==> src/rtl/serial_sub_pkg.sv <==
// Shared definitions for the bit-serial subtractor controller.
package serial_sub_pkg;

  localparam int STATE_W = 2;

  typedef enum logic [STATE_W-1:0] {
    ST_IDLE = 2'd0,
    ST_RUN  = 2'd1,
    ST_DONE = 2'd2
  } state_e;

endpackage

==> src/rtl/fs_nand.sv <==
// Combinational full subtractor from two NAND half subtractors; borrows merged by NAND-OR.
module fs_nand (
  input  logic a,
  input  logic b,
  input  logic bin,
  output logic d,
  output logic bout
);

  logic d0;
  logic b0;
  logic b1;

  hs_nand u_hs0 (
    .a    (a),
    .b    (b),
    .d    (d0),
    .bout (b0)
  );

  hs_nand u_hs1 (
    .a    (d0),
    .b    (bin),
    .d    (d),
    .bout (b1)
  );

  // b0 | b1 expressed as NAND of the inverted borrows.
  assign bout = ~(~(b0 & b0) & ~(b1 & b1));

endmodule

==> src/rtl/hs_nand.sv <==
// Half subtractor (d = a ^ b, bout = ~a & b) built only from 2-input NAND gates.
module hs_nand (
  input  logic a,
  input  logic b,
  output logic d,
  output logic bout
);

  logic n_ab;
  logic n_a;
  logic n_b;
  logic a_n;
  logic t;

  // Classic four-NAND XOR for the difference bit.
  assign n_ab = ~(a & b);
  assign n_a  = ~(a & n_ab);
  assign n_b  = ~(b & n_ab);
  assign d    = ~(n_a & n_b);

  // Borrow ~a & b: invert a with a tied NAND, then NAND-NAND forms the AND.
  assign a_n  = ~(a & a);
  assign t    = ~(a_n & b);
  assign bout = ~(t & t);

endmodule

==> src/rtl/serial_sub_ctrl.sv <==
// Bit-serial subtractor: one shared NAND full subtractor walks a WIDTH-bit operand
// pair LSB-first, one bit per clock, behind valid/ready handshakes.
module serial_sub_ctrl
  import serial_sub_pkg::*;
#(
  parameter  int WIDTH = 8,
  localparam int CNT_W = $clog2(WIDTH) + 1
) (
  input  logic             clk,
  input  logic             rst,
  input  logic             in_valid,
  output logic             in_ready,
  input  logic [WIDTH-1:0] a,
  input  logic [WIDTH-1:0] b,
  input  logic             bin,
  output logic             out_valid,
  input  logic             out_ready,
  output logic [WIDTH-1:0] diff,
  output logic             bout,
  output logic             busy
);

  localparam logic [CNT_W-1:0] LAST_CNT = CNT_W'(WIDTH - 1);

  state_e           state_q,  state_d;
  logic [CNT_W-1:0] cnt_q,    cnt_d;
  logic [WIDTH-1:0] a_sh_q,   a_sh_d;
  logic [WIDTH-1:0] b_sh_q,   b_sh_d;
  logic [WIDTH-1:0] res_q,    res_d;
  logic             borrow_q, borrow_d;

  logic fs_d;
  logic fs_bout;

  fs_nand u_fs (
    .a    (a_sh_q[0]),
    .b    (b_sh_q[0]),
    .bin  (borrow_q),
    .d    (fs_d),
    .bout (fs_bout)
  );

  always_ff @(posedge clk) begin
    if (rst) begin
      state_q  <= ST_IDLE;
      cnt_q    <= '0;
      a_sh_q   <= '0;
      b_sh_q   <= '0;
      res_q    <= '0;
      borrow_q <= 1'b0;
    end else begin
      state_q  <= state_d;
      cnt_q    <= cnt_d;
      a_sh_q   <= a_sh_d;
      b_sh_q   <= b_sh_d;
      res_q    <= res_d;
      borrow_q <= borrow_d;
    end
  end

  always_comb begin
    state_d  = state_q;
    cnt_d    = cnt_q;
    a_sh_d   = a_sh_q;
    b_sh_d   = b_sh_q;
    res_d    = res_q;
    borrow_d = borrow_q;

    case (state_q)
      ST_IDLE: begin
        if (in_valid) begin
          a_sh_d   = a;
          b_sh_d   = b;
          borrow_d = bin;
          cnt_d    = '0;
          state_d  = ST_RUN;
        end
      end
      ST_RUN: begin
        // Difference bits enter at the MSB so bit 0 ends up in place after WIDTH shifts.
        res_d    = WIDTH'({fs_d, res_q} >> 1);
        borrow_d = fs_bout;
        a_sh_d   = a_sh_q >> 1;
        b_sh_d   = b_sh_q >> 1;
        cnt_d    = cnt_q + CNT_W'(1);
        if (cnt_q == LAST_CNT) begin
          state_d = ST_DONE;
        end
      end
      ST_DONE: begin
        if (out_ready) begin
          state_d = ST_IDLE;
        end
      end
      default: begin
        state_d = ST_IDLE;
      end
    endcase
  end

  assign in_ready  = (state_q == ST_IDLE);
  assign out_valid = (state_q == ST_DONE);
  assign busy      = (state_q == ST_RUN) || (state_q == ST_DONE);
  assign diff      = res_q;
  assign bout      = borrow_q;

endmodule

==> config.mk <==
export PLATFORM = sky130hd
export DESIGN_NAME = serial_sub_ctrl
export DESIGN_NICKNAME = d
export VERILOG_FILES = /design/src/rtl/serial_sub_pkg.sv /design/src/rtl/fs_nand.sv /design/src/rtl/hs_nand.sv /design/src/rtl/serial_sub_ctrl.sv
export SDC_FILE = /design/constraint.sdc
export NUM_CORES = 1
export LEC_CHECK = 0
export CORE_AREA = 10 10 72 59
export DETAILED_ROUTE_END_ITERATION = 6
export DIE_AREA = 0 0 82 69
export GPL_TIMING_DRIVEN = 0
export PLACE_DENSITY = 0.84
export RECOVER_POWER = 100
export SYNTH_ARGS = -nofsm -noshare
export SYNTH_HDL_FRONTEND = slang
export SYNTH_SLANG_ARGS = --single-unit
export TNS_END_PERCENT = 30
==> constraint.sdc <==
create_clock -name clk -period 3.1 [get_ports clk]
set_clock_uncertainty 0.15 [all_clocks]
set_input_delay 0.93 -clock clk [delete_from_list [all_inputs] [get_ports clk]]
set_output_delay 0.93 -clock clk [all_outputs]
set_load 0.05 [all_outputs]
* After elaboration in Yosys (flattened, before gate mapping) *
Cells that the tools add are included.

word-level totals
  memories kept = 0
  flip-flop bits (word level) = 31
  memory bits (writable) = 0
  input bits = 21
  bits in latches = 0
  ROM bits = 0

cells by class
  $add $sub $neg = 1
  multipliers = 0
  reduce and logical (&&, ||, !) cells = 5
  shift operators = 0
  bitwise operators = 23
  eq/ne operators = 6
  div/mod/pow operators = 0
  multiplexer cells = 12
  order comparisons = 0

operator list
  operator                                                                  count
  8-bit case mux with 2 select lines                                        2
  8-bit 2-to-1 mux                                                          2
  1-bit NOT                                                                 12
  1-bit AND                                                                 11
  4-bit case mux with 2 select lines                                        1
  2-bit 2-to-1 mux                                                          3
  2-bit case mux with 3 select lines                                        1
  4-bit by 1-bit adder with 4-bit output (second input constant)            1
  4-bit by 3-bit == test with 1-bit output (second input constant)          1
  4-bit 2-to-1 mux                                                          1
  2-bit inequality test (second input constant)                             2
  3-bit AND reduction                                                       1
  2-bit by 1-bit == test with 1-bit output (second input constant)          1
  2-bit == test (second input constant)                                     1
  2-bit zero test                                                           1
  2-bit by 1-bit inequality test with 1-bit output (second input constant)  1
  1-bit case mux with 2 select lines                                        1
  2-bit AND reduction                                                       1
  2-bit nonzero test                                                        1
  1-bit logical OR                                                          1
  1-bit 2-to-1 mux                                                          1

* Depth between registers and ports, before layout *
  depth after elaboration = 12
  depth in mapped cells = 7
  gate-level depth less buffers = 5

* Cells and area by module *
Synthesis repeated with hierarchy kept, for this count alone.

unflattened totals
  cells, all modules = 147
  area, all modules = 1426.4 um2

modules (own cells, without submodules)
  module           area each (um2)  instances  cells an instance
  serial_sub_ctrl  1380.1           1          140
  hs_nand          20.0             2          3
  fs_nand          6.3              1          1

* Least setup slack after synthesis *
No wires, ideal clock.

  kind = register -> register
  start = register state_q[0]
  end = register cnt_q[3]
  buffers on the path = 0
  data required time = 2.876 ns
  clock period less this slack = 2.124 ns
  setup time = 0.074 ns
  setup slack = 0.976 ns
  cell stages (with the launch flop) = 6
  arrival time = 1.899 ns
  cells stage by stage = dfxtp_1 inv_1 ha_1 mux2i_1 or4b_1 a31oi_1

on the way
  cells in the longest elaborated chain, start to end = 3

ends and longest elaborated chain
  item                                                                   RTL line               RTL
  start, declared                                                        serial_sub_ctrl.sv:25  state_e state_q, state_d;
  start signal, assigned                                                 serial_sub_ctrl.sv:52  state_q <= state_d;
  2-bit zero test *                                                      -
  via in_ready                                                           serial_sub_ctrl.sv:12  output logic in_ready,
  2-bit inequality test (no line) or 2-bit nonzero test (tied branches)  -
  2-bit AND reduction (no line)                                          -
  end signal, assigned                                                   serial_sub_ctrl.sv:53  cnt_q <= cnt_d;
  end, declared                                                          serial_sub_ctrl.sv:26  logic [CNT_W-1:0] cnt_q, cnt_d;

The timed path passes the listed nets; every way through them passes the cells marked *.
A chain may end at the register's enable or synchronous reset.

* Final worst setup path *
  start = register state_q[1]
  end = output port in_ready

on the way
  cells in the longest elaborated chain, start to end = 1

ends and longest elaborated chain
  item             RTL line                RTL
  2-bit zero test  serial_sub_ctrl.sv:101  assign in_ready = (state_q == ST_IDLE);
  end, declared    serial_sub_ctrl.sv:12

No other way between the ends.

==> flow_summary.yaml <==
run_status:
  outcome: "finished clean"
layout:
  insertedDiodeCount: 0
  syn2layout_area_growth_pct: 32.1
  drive_gt1_share_pct: 6.45
  layoutNonFillerInstCount: 224
  stdcell_area_um2: 1870
  most-common-layout-cells: "dfxtp_1 (31), mux2i_1 (24), nor2_1 (24)"
  final_common_cell: "dfxtp_1"
  postLayoutCoreUtil_pct: 65.6
  nets: 213
power_and_ir_drop:
  p_per_area_nw_per_um2: 615
  combPwrFrac_pct: 31.0
  netSwitchingPower_w: 0.000378
  clkPwrFrac_pct: 27.3
  p_int_w: 0.000772
  swShare_pct: 32.9
  ir_drop_v: 0.000335
  leakage_nw: 0.751
  p_seq_share_pct: 41.7
critical_path:
  cp_top_family: "buffers and inverters"
  worstPathCellList: "inv_1 > ha_1 > clkdlybuf4s50_1"
  critical_path_required_ns: 2.02
  cp_max_fo: 6
  crit_buf_inv: 2
  crit_path_end_kind: "output port"
  max_stage_delay_ns: 0.85
  crit_path_start_kind: "flip-flop"
  cp_slowest_cell: "clkdlybuf4s50_1"
  arrival_ns: 1.85
  path_class: "flip-flop to output port"
placement:
  port_buffers: 32
  dp_hpwl_mm: 2.46
  gp_congestion: 0.801
  place_area_um2: 1780
  dp_cells: 217
synth:
  ys_warn_count: 0
  synth.distinct_cells: 26
  synth_edf_count: 0
  ys_ff_latch: 31
  netlist_instances: 147
  syn-cell-area_um2: 1420
  ys_seq_area_share_pct: 43.8
  syn-num-nets: 174
  avgSynthCellArea_um2: 9.64
  synth_flop_cell: "dfxtp_1"
  synth-async-reset-ratio_pct: 0
timing:
  setup_tns_ns: 0
  max-slew-margin-rel_pct: 59.1
  drv_slew: 0
  worst_pin_slew_ns: 0.596
  rsz0062_at_grt: "false"
  finalHoldViolCount: 0
  layout_min_cycle_time_ns: 2.93
  fin_crit_sh_pct: 94.4
  setup_viol: 0
  fmax_mhz: 342
flow_run:
  maxCapViolCount: 0
global_routing:
  grt_pass1_vias: 1254
  antenna_found_initial: 0
  overflow: 0
  grt_pass1_wl_mm: 5.48
  grt_usage_pct: 11.9
  grt_max_degree: 11
floorplan:
  rows: 17
  initial_core_util_pct: 49.7
  dieArea_um2: 5660
  die_y_um: 69
  pin_count: 33
  die_x_um: 82
  core_area_um2: 2850
clocking:
  cts_resized: 0
  cts_buffers: 5
  cts_sinks: 31
  cts-root-buf: "clkbuf_8"
  cts_tree: "yes"
  cts_hold_buf: 0
  clockBufferDepth: 2
  path_clk_slew_ns: 0.06
  clk_latency_ns: 0.28
  postCtsSetupBuffers: 0
  h-tree-depth: 2
route:
  drt_wl_total_mm: 3.24
  ant_nets: 0
  routed-via-count: 1183
  viasPerCell: 5.28
  post_drt_wl_per_cell_um: 14.5
  drc: 0
  first_pass_iters: 4
  dr.first_iter.drc_count: 75
hold_path:
  hold_path.class: "flip-flop to flip-flop"
## metrics by stage
step           total power (W)  worst slack, ns  hold WS [ns]
2_1_floorplan         0.000746            0.976         0.282
3_3_place_gp          0.000837            0.470         0.300
3_5_place_dp          0.000852            0.459         0.308
4_1_cts                0.00117            0.166         0.316
5_1_grt                0.00123            0.103         0.328
6_report               0.00115            0.174         0.317
## synthesized netlist by cell type (2+ instances only)
library cell,count,area [um2]
a211oi_1,18,135
a21oi_1,3,15.0
buf_1,2,7.51
buf_2,5,25.0
clkbuf_1,3,11.3
dfxtp_1,31,621
ha_1,5,62.6
inv_1,5,18.8
mux2i_1,24,240
nand2_1,6,22.5
nand2b_1,2,12.5
nand3_1,2,10.0
nand3b_1,4,30.0
nor2_1,24,90.1
nor2b_1,2,12.5
## worst paths after layout
path	start	to	slack, ns	cells after the start
worst max-delay path	state_q[1]$_SDFFE_PP0P_	in_ready	0.17	3
worst min-delay path	a_sh_q[7]$_SDFFE_PP0P_	a_sh_q[7]$_SDFFE_PP0P_	0.32	2
worst min register to register	a_sh_q[7]$_SDFFE_PP0P_	a_sh_q[7]$_SDFFE_PP0P_	0.32	2
worst max register to register	state_q[0]$_SDFFE_PP0P_	a_sh_q[6]$_SDFFE_PP0P_	1.08	6
## kinds of logic after synthesis
kind of cell | after synthesis | share of synthesized area (%)
AOI/OAI and AO/OA | 27 | 14.0
adders and majority gates | 6 | 5.83
buffers and inverters | 15 | 4.42
DFF | 31 | 43.8
muxes | 25 | 17.8
and+or+nand+nor | 43 | 14.2
## area by class of cell
cell class | count | area (um2)
multi-input cells | 101 | 733
repair buffers | 32 | 320
fillers | 245 | 980
well taps | 38 | 47.5
clock buffers | 6 | 82.6
flip-flops and latches | 31 | 621
clock inverters | 1 | 5.00
inverters | 5 | 18.8
plain buffers | 10 | 42.5
## power groups by stage
stage | sequential, W | combinational [W] | clock (W)
final | 0.000480 | 0.000357 | 0.000314
after global routing | 0.000486 | 0.000393 | 0.000347
after CTS | 0.000481 | 0.000365 | 0.000321
after detailed placement | 0.000489 | 0.000362 | 0
after global placement | 0.000485 | 0.000352 | 0
after floorplan | 0.000502 | 0.000244 | 0
## flip-flops by register name, summed over array words and instances, names as in the netlist
name,count
a_sh_q,8
b_sh_q,8
diff,8
cnt_q,4
state_q,2
bout,1
## routing by layer
metal  vias up  wire length, um  GRT usage, %
li1        595                -             -
met1       554             1440          13.7
met2        30             1520          18.6
met3         4              247          5.04
met4         0               37          5.06
met5         -                0             0
## worst reg2reg max path: cells and delay by family (launching register included)
kind	cells	cell delay [ns]
buffers and inverters	2	0.48
adder cells (fa/ha/maj)	1	0.28
flip-flops	1	0.38
multiplexers	1	0.30
AND/OR/NAND/NOR	1	0.08
AO/OA/AOI/OAI	1	0.24
Note: power is estimated with default switching activity, not from simulation.
